$ cat config.mk
export PLATFORM = sky130hd
export DESIGN_NAME = alu_operand_seq
export DESIGN_NICKNAME = d
export VERILOG_FILES = /design/src/rtl/alu_pkg.sv /design/src/rtl/btn_debounce.sv /design/src/rtl/alu_operand_seq.sv
export SDC_FILE = /design/constraint.sdc
export NUM_CORES = 1
export LEC_CHECK = 0
export CAP_MARGIN = 20
export CORE_AREA = 2 2 88 90
export DETAILED_ROUTE_END_ITERATION = 8
export DIE_AREA = 0 0 90 92
export DONT_BUFFER_PORTS = 1
export PLACE_DENSITY = 0.85
export SYNTH_ARGS = -nofsm -noshare
export SYNTH_HDL_FRONTEND = slang
export SYNTH_SLANG_ARGS = --single-unit
$ cat constraint.sdc
create_clock -name clk -period 7.6 [get_ports clk]
set_input_delay 1.52 -clock clk [delete_from_list [all_inputs] [get_ports clk]]
set_output_delay 1.52 -clock clk [all_outputs]
set_load 0.05 [all_outputs]
$ cat src/rtl/alu_pkg.sv
`default_nettype none
// ============================================================================
// Module      : alu_pkg
// Description : Shared widths and FSM state encodings for the ALU operand
//               sequencer.
// Revision    : 1.0 - initial release
// ============================================================================
package alu_pkg;

  localparam int OPERAND_W = 16;
  localparam int OPCODE_W  = 4;

  typedef enum logic [1:0] {
    LOAD_A = 2'b00,
    LOAD_B = 2'b01,
    EXEC   = 2'b10,
    SHOW   = 2'b11
  } state_t;

endpackage
`default_nettype wire

$ cat src/rtl/btn_debounce.sv
`default_nettype none
// ============================================================================
// Module      : btn_debounce
// Description : Pushbutton conditioner: 2-flop synchronizer, debouncer and
//               rising-edge detector producing one pulse per accepted press.
// Revision    : 1.0 - initial release
// ============================================================================
module btn_debounce #(
  parameter int unsigned DEBOUNCE_CYCLES = 1000000
) (
  input  logic clk,
  input  logic rst,
  input  logic btn_raw,
  output logic pulse
);

  localparam int CNT_W = (DEBOUNCE_CYCLES > 1) ? $clog2(DEBOUNCE_CYCLES) : 1;
  localparam logic [CNT_W-1:0] CNT_LAST = CNT_W'(DEBOUNCE_CYCLES - 1);

  logic             sync1_q, sync1_d;
  logic             sync2_q, sync2_d;
  logic             prev_q,  prev_d;
  logic [CNT_W-1:0] cnt_q,   cnt_d;
  logic             level_q, level_d;
  logic             edge_q,  edge_d;
  logic             armed_q, armed_d;

  // cnt_q holds how many consecutive identical samples have been seen, minus
  // one; it saturates at CNT_LAST so a long stable level can never wrap.
  // Pulses stay disarmed after reset until a stable low is accepted, so a
  // button held through reset release never produces a press.
  always_comb begin
    sync1_d = btn_raw;
    sync2_d = sync1_q;
    prev_d  = sync2_q;
    cnt_d   = cnt_q;
    level_d = level_q;
    armed_d = armed_q;
    edge_d  = level_q;
    if (sync2_q != prev_q) begin
      cnt_d = CNT_W'(1);
    end else if (cnt_q != CNT_LAST) begin
      cnt_d = cnt_q + CNT_W'(1);
    end else begin
      level_d = sync2_q;
      if (!sync2_q) begin
        armed_d = 1'b1;
      end
    end
  end

  always_ff @(posedge clk or posedge rst) begin
    if (rst) begin
      sync1_q <= 1'b0;
      sync2_q <= 1'b0;
      prev_q  <= 1'b0;
      cnt_q   <= '0;
      level_q <= 1'b0;
      edge_q  <= 1'b0;
      armed_q <= 1'b0;
    end else begin
      sync1_q <= sync1_d;
      sync2_q <= sync2_d;
      prev_q  <= prev_d;
      cnt_q   <= cnt_d;
      level_q <= level_d;
      edge_q  <= edge_d;
      armed_q <= armed_d;
    end
  end

  assign pulse = level_q & ~edge_q & armed_q;

endmodule
`default_nettype wire

$ cat src/rtl/alu_operand_seq.sv
`default_nettype none
// ============================================================================
// Module      : alu_operand_seq
// Description : Button-driven sequencer that loads two operands and an opcode
//               into an external ALU and latches its result for display.
// Revision    : 1.0 - initial release
// ============================================================================
module alu_operand_seq
  import alu_pkg::*;
#(
  parameter int unsigned DEBOUNCE_CYCLES = 1000000
) (
  input  logic                 clk,
  input  logic                 rst,
  input  logic [OPERAND_W-1:0] switches,
  input  logic [OPCODE_W-1:0]  opcode_sw,
  input  logic                 btn_load,
  input  logic                 btn_clear,
  input  logic [OPERAND_W-1:0] aluout,
  input  logic                 alu_cout,
  input  logic                 alu_zero,
  output logic [OPERAND_W-1:0] op_a,
  output logic [OPERAND_W-1:0] op_b,
  output logic [OPCODE_W-1:0]  opcode,
  output logic [OPERAND_W-1:0] res,
  output logic                 res_cout,
  output logic                 res_zero,
  output logic                 res_valid,
  output logic [1:0]           state
);

  logic load_pulse;
  logic clear_pulse;

  btn_debounce #(.DEBOUNCE_CYCLES(DEBOUNCE_CYCLES)) u_db_load (
    .clk     (clk),
    .rst     (rst),
    .btn_raw (btn_load),
    .pulse   (load_pulse)
  );

  btn_debounce #(.DEBOUNCE_CYCLES(DEBOUNCE_CYCLES)) u_db_clear (
    .clk     (clk),
    .rst     (rst),
    .btn_raw (btn_clear),
    .pulse   (clear_pulse)
  );

  state_t               state_q,     state_d;
  logic [OPERAND_W-1:0] op_a_q,      op_a_d;
  logic [OPERAND_W-1:0] op_b_q,      op_b_d;
  logic [OPCODE_W-1:0]  opcode_q,    opcode_d;
  logic [OPERAND_W-1:0] res_q,       res_d;
  logic                 res_cout_q,  res_cout_d;
  logic                 res_zero_q,  res_zero_d;
  logic                 res_valid_q, res_valid_d;

  always_comb begin
    state_d     = state_q;
    op_a_d      = op_a_q;
    op_b_d      = op_b_q;
    opcode_d    = opcode_q;
    res_d       = res_q;
    res_cout_d  = res_cout_q;
    res_zero_d  = res_zero_q;
    res_valid_d = res_valid_q;
    // Clear outranks any simultaneous load so no capture can slip through.
    if (clear_pulse) begin
      state_d     = LOAD_A;
      op_a_d      = '0;
      op_b_d      = '0;
      opcode_d    = '0;
      res_d       = '0;
      res_cout_d  = 1'b0;
      res_zero_d  = 1'b0;
      res_valid_d = 1'b0;
    end else begin
      case (state_q)
        LOAD_A: begin
          if (load_pulse) begin
            op_a_d  = switches;
            state_d = LOAD_B;
          end
        end
        LOAD_B: begin
          if (load_pulse) begin
            op_b_d   = switches;
            opcode_d = opcode_sw;
            state_d  = EXEC;
          end
        end
        EXEC: begin
          res_d       = aluout;
          res_cout_d  = alu_cout;
          res_zero_d  = alu_zero;
          res_valid_d = 1'b1;
          state_d     = SHOW;
        end
        SHOW: begin
          if (load_pulse) begin
            res_valid_d = 1'b0;
            state_d     = LOAD_A;
          end
        end
        default: state_d = LOAD_A;
      endcase
    end
  end

  always_ff @(posedge clk or posedge rst) begin
    if (rst) begin
      state_q     <= LOAD_A;
      op_a_q      <= '0;
      op_b_q      <= '0;
      opcode_q    <= '0;
      res_q       <= '0;
      res_cout_q  <= 1'b0;
      res_zero_q  <= 1'b0;
      res_valid_q <= 1'b0;
    end else begin
      state_q     <= state_d;
      op_a_q      <= op_a_d;
      op_b_q      <= op_b_d;
      opcode_q    <= opcode_d;
      res_q       <= res_d;
      res_cout_q  <= res_cout_d;
      res_zero_q  <= res_zero_d;
      res_valid_q <= res_valid_d;
    end
  end

  assign op_a      = op_a_q;
  assign op_b      = op_b_q;
  assign opcode    = opcode_q;
  assign res       = res_q;
  assign res_cout  = res_cout_q;
  assign res_zero  = res_zero_q;
  assign res_valid = res_valid_q;
  assign state     = state_q;

endmodule
`default_nettype wire
==> results of run 1 <==
## flip-flops by register name (all words and copies together) (netlist names), 2 cells and up
signal / flops
op_a: 16
op_b: 16
opcode: 4
res: 16
state: 2
u_db_clear.cnt_q: 20
u_db_load.cnt_q: 20
## where the power goes
group | internal [uW] | switching [uW]
registers | 588 | 7.27
clock network | 138 | 211
logic | 14.8 | 35.9
total | 741 | 255
## layout make-up
type | instances | share of cell area
clock buffers | 10 | 0.0268
clock inverters | 6 | 0.0117
inverters | 8 | 0.00634
multi-input cells | 339 | 0.393
flip-flops and latches | 109 | 0.532
well taps | 102 | 0.0249
repair buffers | 2 | 0.00536
## through the flow
stage	hold WS [ps]	utilization
global placement	333	0.660
global route	364	0.689
detailed placement	336	0.660
CTS	362	0.686
floorplan	331	-
finish	360	0.689
## cell families (layout without fill, tap and decap cells)
family | after synthesis | in the layout
flops | 109 | 109
buf+inv | 35 | 26
simple gates | 202 | 202
fa+ha+maj | 9 | 9
compound gates | 90 | 90
mux | 25 | 25
xor+xnor | 13 | 13
## per-layer routing
layer | part of all wire | vias to the layer above
met3 | 0.068 | 14
met1 | 0.42 | 1708
met2 | 0.49 | 108
li1 | - | 1641
met5 | 0 | -
met4 | 0.016 | 0
## synthesized netlist by cell type, types with 3 or more instances
cell and instances:
dfrtp_1 109, nor2_1 41, and2_1 6, nor2b_1 7, buf_2 3, nand2b_1 4, o31ai_1 6, clkbuf_1 19
nor4b_1 3, a31oi_1 5, mux2_2 3, a21oi_1 52, o21ai_0 14, a311oi_1 3, nand4_1 10, nand2_1 84
and4_1 6, ha_1 9, or3_1 7, mux2i_1 22, inv_1 8, o21bai_1 5, nand3_1 10, and3_1 6
xor2_1 12
## how the worst max path moves through the flow
stage                          end  slack [ps]  cells past startpoint
after floorplan            op_a[0]        3210                      1
after detailed placement   op_a[5]        4870                      2
after CTS                 state[1]        4950                      0
after global routing      state[1]        4930                      0
after global placement    op_a[10]        4900                      2
final                     state[1]        4970                      0
==> impl_metrics.yaml, run 1 <==
final_layout:
  final_common_cell: "dfrtp_1"
  final_cell_mix: "dfrtp_1, nand2_1, a21oi_1"
  area_growth_pct: 4.97
  final_cells: 576
  drive_gt1_frac: 0.0738
  final_area_sq_um: 5130
  insertedDiodeCount: 0
  num-fill-cells: 528
  multiInputGateArea_sq_um: 2020
  nNetsFinal: 520
  seq_area_sq_um: 2730
worst_setup_path:
  cp_max_fo: 4
  ff2ff_path_depth: 4
  start_kind: "flop"
  worstSetupStartpoint: "state[1]"
  critPathRequiredTime_ps: 6080
  r2r-end: "res[10]"
  cp.arrival_ps: 1110
  critPathKind: "flop to primary output"
  r2r_slack_ps: 5310
  worstSetupEndpointType: "primary output"
  r2r_start: "state[0]"
global_routing:
  met3_usage: 0.0649
  use_met1: 0.317
  grt_max_degree: 62
  overflow: 0
  grt_pass1_wl_um: 16300
  grtUsageTotal: 0.243
  grt_antenna_before_repair: 0
  gr-usage-met2: 0.401
  first_global_vias: 3350
  grt_busiest_layer: "met2"
logic_synthesis:
  ys.warnings.count: 0
  synth_top_family_by_area: "simple AND/OR/NAND/NOR gates"
  synthFlopType: "dfrtp_1"
  async_flop_share: 1.00
  synthTopCellsByArea: "dfrtp_1, nand2_1, a21oi_1"
  synth_compound_area_frac: 0.104
  synthSimpleGateAreaFrac: 0.209
  yosys.area.top_type_share: 0.558
  yosysUniqueCellTypes: 44
  synth_top_area_cell: "dfrtp_1"
  synth_xor_area_frac: 0.0233
  synth_cells: 483
  synth_adder_area_share: 0.0230
  synth_nets: 534
  syn-cell-area_sq_um: 4890
  ys_seq_area_frac: 0.558
  synth.area.mux_share: 0.0520
  ys_ff_latch: 109
  synth.avg_cell_area_sq_um: 10.1
  synth-edff-count: 0
clocking:
  post_cts_buffers: 0
  clock_path_buffers: 2
  clock-sinks: 109
  htree_num_levels: 3
  root_buffer: "clkbuf_8"
  numCtsBuffers: 9
  clk_latency_ps: 380
  cts_resized: 0
  cts_tree: "built"
  holdBufCountCts: 0
  clk_pin_slew_ps: 110
min_path:
  holdPathStages: 0
  hold_path.class: "flop to flop"
  hold_end: "u_db_clear.prev_d"
  hp-start: "u_db_clear.sync1_q"
placed_design:
  place_ws_ps: 4870
  gp_congestion: 0.803
  placed_cell_area_sq_um: 4910
  dp.cells: 559
  dp_hpwl_um: 6610
  place.port_buffers: 0
route:
  finalWirelength_um: 9600
  postRouteAntennaNets: 0
  drtIter0Drc: 266
  wl_per_cell_um: 16.7
  vias: 3471
  drc: 0
  firstDrtPassIters: 5
  avgViaCountPerCell: 6.03
floorplanning:
  die_w_um: 90
  core_sq_um: 7450
  dieArea_sq_um: 8280
  io_pins: 99
  start_util: 0.656
  row_count: 32
  die_h_um: 92
pwr:
  vdd_ir_drop_max_mv: 0.0953
  power.leakage_uw: 0.00233
  p_per_area_nw_per_um2: 194
  finalPower_uw: 996
timing:
  hold_viol: 0
  period_needed_ps: 2630
  max_clock_freq_ghz: 0.380
  worst_pin_slew_ps: 1090
  grt_setup_unrepaired: "false"
  maxSlewHeadroom: 0.270
  tns_ps: 0
  slew_violations: 0
  min_period_over_period: 0.347
  setup_viol: 0
  setup_ws_ps: 4970
  fin_worst_skew_ps: 14.6
run_status:
  outcome: "completed"
job:
  maxCapViolCount: 0
No activity file was read; power rests on OpenSTA's default activity.
==> run 2: changes to the inputs <==
CORE_AREA = 2 2 92 94   (was 2 2 88 90)
DIE_AREA = 0 0 94 96   (was 0 0 90 92)
PLACE_DENSITY = 0.79   (was 0.85)
clock period = 2.6 ns   (was 7.6 ns; I/O delays follow)
==> run 2 against run 1 <==
  * Non-clock buffer count grew 4
  * Via count shrank 1.2%
  * Total power grew to 2.9 times the previous value
  * Worst setup slack lost 4200 ps
  * Count of clock-buffer cells in the layout is the same
  * Clock power grew to 2.8 times the previous value
  * Sequential share of layout area shrank 0.23 points
  * Cell count grew 1.2%
==> impl_metrics.yaml, run 2 (synthesis results as in run 1) <==
route:
  finalWirelength_um: 9170
  postRouteAntennaNets: 0
  firstDrtPassIters: 4
  avgViaCountPerCell: 5.88
  drtIter0Drc: 182
  drc: 0
  vias: 3428
  wl_per_cell_um: 15.7
worst_setup_path:
  r2r_slack_ps: 800
  cp_max_fo: 11
  r2r-end: "u_db_load.cnt_q[15]"
  critPathMaxStageDelay_ps: 500
  start_kind: "flop"
  r2r_start: "u_db_load.cnt_q[2]"
  cp_num_buf_inv: 0
  critical-path-top-delay-family: "simple AND/OR/NAND/NOR gates"
  worstSetupEndpointType: "flop"
  cpMaxStageDelayCell: "or4_1"
  crit_chain: "and4_1 -> nand4_4 -> or4_1 -> a21oi_1"
  ff2ff_path_depth: 4
  cp.arrival_ps: 2100
  critPathRequiredTime_ps: 2900
  critPathKind: "flop to flop"
timing:
  fin_worst_skew_ps: 16.2
  worst_pin_slew_ps: 760
  period_needed_ps: 1800
  slew_violations: 0
  grt_setup_unrepaired: "false"
  setup_viol: 0
  maxSlewHeadroom: 0.493
  hold_viol: 0
  min_period_over_period: 0.694
  max_clock_freq_ghz: 0.554
  tns_ps: 0
floorplanning:
  io_pins: 99
  die_w_um: 94
  start_util: 0.607
  die_h_um: 96
  dieArea_sq_um: 9020
  row_count: 33
  core_sq_um: 8050
placed_design:
  placed_cell_area_sq_um: 4960
  gp_congestion: 0.848
  dp_hpwl_um: 6320
  place.port_buffers: 0
clocking:
  htree_num_levels: 3
  numCtsBuffers: 9
  clock_path_buffers: 2
  holdBufCountCts: 1
  cts_resized: 0
  root_buffer: "clkbuf_8"
  clock-sinks: 109
  post_cts_buffers: 0
  cts_tree: "built"
  clk_pin_slew_ps: 100
  clk_latency_ps: 380
final_layout:
  largest_registers: "u_db_clear.cnt_q x20, u_db_load.cnt_q x20"
  insertedDiodeCount: 0
  nNetsFinal: 524
  drive_gt1_frac: 0.0774
  area_growth_pct: 5.43
  final_area_sq_um: 5150
  final_cell_mix: "dfrtp_1, nand2_1, a21oi_1"
  final_common_cell: "dfrtp_1"
global_routing:
  grt_pass1_wl_um: 14700
  grtUsageTotal: 0.206
  grt_max_degree: 99
  grt_antenna_before_repair: 0
  first_global_vias: 3193
  overflow: 0
min_path:
  hold_end: "u_db_clear.sync1_q"
  hold_path.class: "input pin to flop"
  hp-start: "btn_clear"
  holdPathStages: 0
pwr:
  p_per_area_nw_per_um2: 555
  vdd_ir_drop_max_mv: 0.262
  power.leakage_uw: 0.00233
job:
  maxCapViolCount: 0
run_status:
  outcome: "completed"
==> run 2: changes by cell type in the layout (fill, tap and decap cells not counted), sizes merged <==
cell	delta
buf	+3
clkinvlp	+3
dlygate4sd3	+1
inv	-3
==> run 2: power breakdown <==
| part | internal (uW) | switching [uW] |
|---|---|---|
| Combinational | 46.0 | 105 |
| Clock | 367 | 602 |
| Sequential | 1720 | 22.6 |
| Total | 2130 | 729 |
==> run 2: worst register-to-register path: stages, from the launching register on <==
cell and delay (ps):
dfrtp_1 430, and4_1 480, nand4_4 180, or4_1 500, a21oi_1 150
==> run 2: per-layer routing <==
metal | share of wire | up-vias | GRT usage | wire (um)
met1 | 0.43 | 1674 | 0.259 | 3970
met5 | 0 | - | 0 | 0
met4 | 0.011 | 0 | 0.0628 | 97
met2 | 0.48 | 105 | 0.343 | 4380
met3 | 0.079 | 8 | 0.0650 | 720
li1 | - | 1641 | - | -
==> run 2: how the worst max path moves through the flow <==
stage	startpoint	to	cells past startpoint
5_1_grt	u_db_load.cnt_q[6]	u_db_load.cnt_q[5]	4
2_1_floorplan	rst	op_a[0]	1
3_5_place_dp	u_db_load.cnt_q[2]	u_db_load.cnt_q[15]	4
4_1_cts	state[1]	opcode[3]	5
6_report	u_db_load.cnt_q[2]	u_db_load.cnt_q[15]	4
3_3_place_gp	u_db_clear.prev_d	u_db_clear.cnt_q[13]	5
==> run 2: cell type report <==
class                      count  area (sq um)
fill                         649          2900
inverter                       8          33.8
tap                          105           131
timing repair buffer           6          60.1
clock inverter                 6          55.1
multi-input combinational    339          2020
clock buffer                  10           128
sequential                   109          2730
==> run 2: through the flow <==
step / power (uW) / std cells / setup slack, ps / hold WS [ps] / util
2_1_floorplan: 1890 / 483 / 765 / 331 / -
3_3_place_gp: 1920 / 566 / 898 / 335 / 0.616
3_5_place_dp: 1930 / 566 / 821 / 339 / 0.616
4_1_cts: 2890 / 583 / 805 / 143 / 0.640
5_1_grt: 2990 / 583 / 658 / 135 / 0.640
6_report: 2860 / 583 / 796 / 165 / 0.640
==> run 3: changes to the inputs <==
clock period = 1.7 ns   (was 2.6 ns; I/O delays follow)
==> run 3 against run 2 <==
  * Clock power increased by 51%
  * First-iteration DRC count rose by 9.3%
  * Total power up 55%
  * Critical path depth unchanged
  * Critical path type unchanged
  * Highest routed layer unchanged
==> impl_metrics.yaml, run 3 (synthesis results as in run 1) <==
route:
  wl_per_cell_um: 16.2
  drtIter0Drc: 199
  firstDrtPassIters: 5
  vias: 3553
  avgViaCountPerCell: 5.90
  drc: 0
  finalWirelength_um: 9750
  postRouteAntennaNets: 0
worst_setup_path:
  critPathKind: "flop to flop"
  cp_max_fo: 8
  start_kind: "flop"
  critPathRequiredTime_ps: 1980
  cp.arrival_ps: 1880
  worstSetupEndpointType: "flop"
placed_design:
  dp_hpwl_um: 6760
  placed_cell_area_sq_um: 5120
  place.port_buffers: 0
  place_ws_ps: 31.9
  gp_congestion: 0.796
timing:
  fin_worst_skew_ps: 12.4
  setup_ws_ps: 96.4
  worst_pin_slew_ps: 589
  setup_viol: 0
  hold_viol: 0
  max_clock_freq_ghz: 0.624
  maxSlewHeadroom: 0.607
  min_period_over_period: 0.943
  period_needed_ps: 1600
  slew_violations: 0
pwr:
  p_int_uw: 3310
  pwr-share-seq: 0.601
  clkPwrFrac: 0.329
  power_frac_comb: 0.070
  p_sw_frac: 0.253
  p_per_area_nw_per_um2: 820
  power.leakage_uw: 0.00244
  vdd_ir_drop_max_mv: 0.390
  netSwitchingPower_uw: 1120
run_status:
  outcome: "completed"
global_routing:
  grt_max_degree: 56
  grt_antenna_before_repair: 0
  overflow: 0
  grt_pass1_wl_um: 15400
  grtUsageTotal: 0.216
  first_global_vias: 3372
clocking:
  root_buffer: "clkbuf_8"
  clock_path_buffers: 2
  clk_pin_slew_ps: 110
  htree_num_levels: 3
  clock-sinks: 109
  cts_tree: "built"
  clk_latency_ps: 360
  numCtsBuffers: 9
final_layout:
  final_common_cell: "dfrtp_1"
  drive_gt1_frac: 0.135
  largest_registers: "u_db_clear.cnt_q x20, u_db_load.cnt_q x20"
  final_cell_mix: "dfrtp_1, nand2_1, a21oi_1"
  fin_util: 0.670
  final_area_sq_um: 5400
  num-fill-cells: 603
  nNetsFinal: 544
  area_growth_pct: 10.4
  insertedDiodeCount: 0
floorplanning:
  dieArea_sq_um: 9020
  start_util: 0.607
  io_pins: 99
  core_sq_um: 8050
  die_h_um: 96
  die_w_um: 94
  row_count: 33
min_path:
  hold_path.class: "input pin to flop"
job:
  maxCapViolCount: 0
-- run 3: stage by stage --
stage | hold WS [ps] | power, uW | setup TNS, ps | std cells
after CTS | 77.0 | 4450 | 0 | 602
after global placement | 234 | 2980 | 0 | 584
after detailed placement | 238 | 3000 | 0 | 584
final | 90.3 | 4430 | 0 | 602
after floorplan | 331 | 2900 | -141 | 483
after global routing | 71.9 | 4610 | -0.952 | 602
-- run 3: power groups by stage --
| stage | Clock [uW] | Sequential [uW] | Combinational, uW |
|---|---|---|---|
| floorplan | 0 | 2710 | 192 |
| global placement | 0 | 2700 | 281 |
| detailed placement | 0 | 2710 | 288 |
| CTS | 1500 | 2660 | 295 |
| global route | 1600 | 2670 | 346 |
| finish | 1460 | 2660 | 308 |
-- run 3: repair_timing --
action / CTS / global route
setup endpoints to repair: 0 / 19
hold endpoints to repair: 17 / 0
resized for setup: 0 / 13
buffers inserted: 0 / 0
hold buffers: 3 / 0
-- run 3: layout make-up --
cell class,count,area (sq um),share of cell area
sequential,109,2730,0.506
multi-input combinational,339,2080,0.386
timing repair buffer,26,240,0.0445
tap,105,131,0.0243
clock buffer,9,124,0.0230
clock inverter,6,56.3,0.0104
inverter,8,33.8,0.00626
-- run 3: metal layers --
layer | GRT usage | wire length [um] | vias to the layer above
li1 | - | - | 1679
met1 | 0.275 | 4140 | 1749
met2 | 0.359 | 4830 | 121
met3 | 0.0673 | 715 | 4
met4 | 0.0628 | 64 | 0
met5 | 0 | 0 | -
-- run 3: critical path, cell delays in order, from the launching register on --
cell,delay (ps)
dfrtp_1,440
and4_2,330
nand4_4,130
or4_1,480
a21oi_1,150
-- run 3: worst paths after layout --
path,cells past startpoint,end,slack [ps],from
min in group asynchronous,2,u_db_clear.sync1_q,450,rst
max in group asynchronous,3,state[0],670,rst
max,4,u_db_load.cnt_q[15],100,u_db_load.cnt_q[7]
max reg2reg,4,u_db_load.cnt_q[15],100,u_db_load.cnt_q[7]
min,2,op_a[15],90,switches[15]
min reg2reg,0,u_db_load.prev_d,360,u_db_load.sync1_q
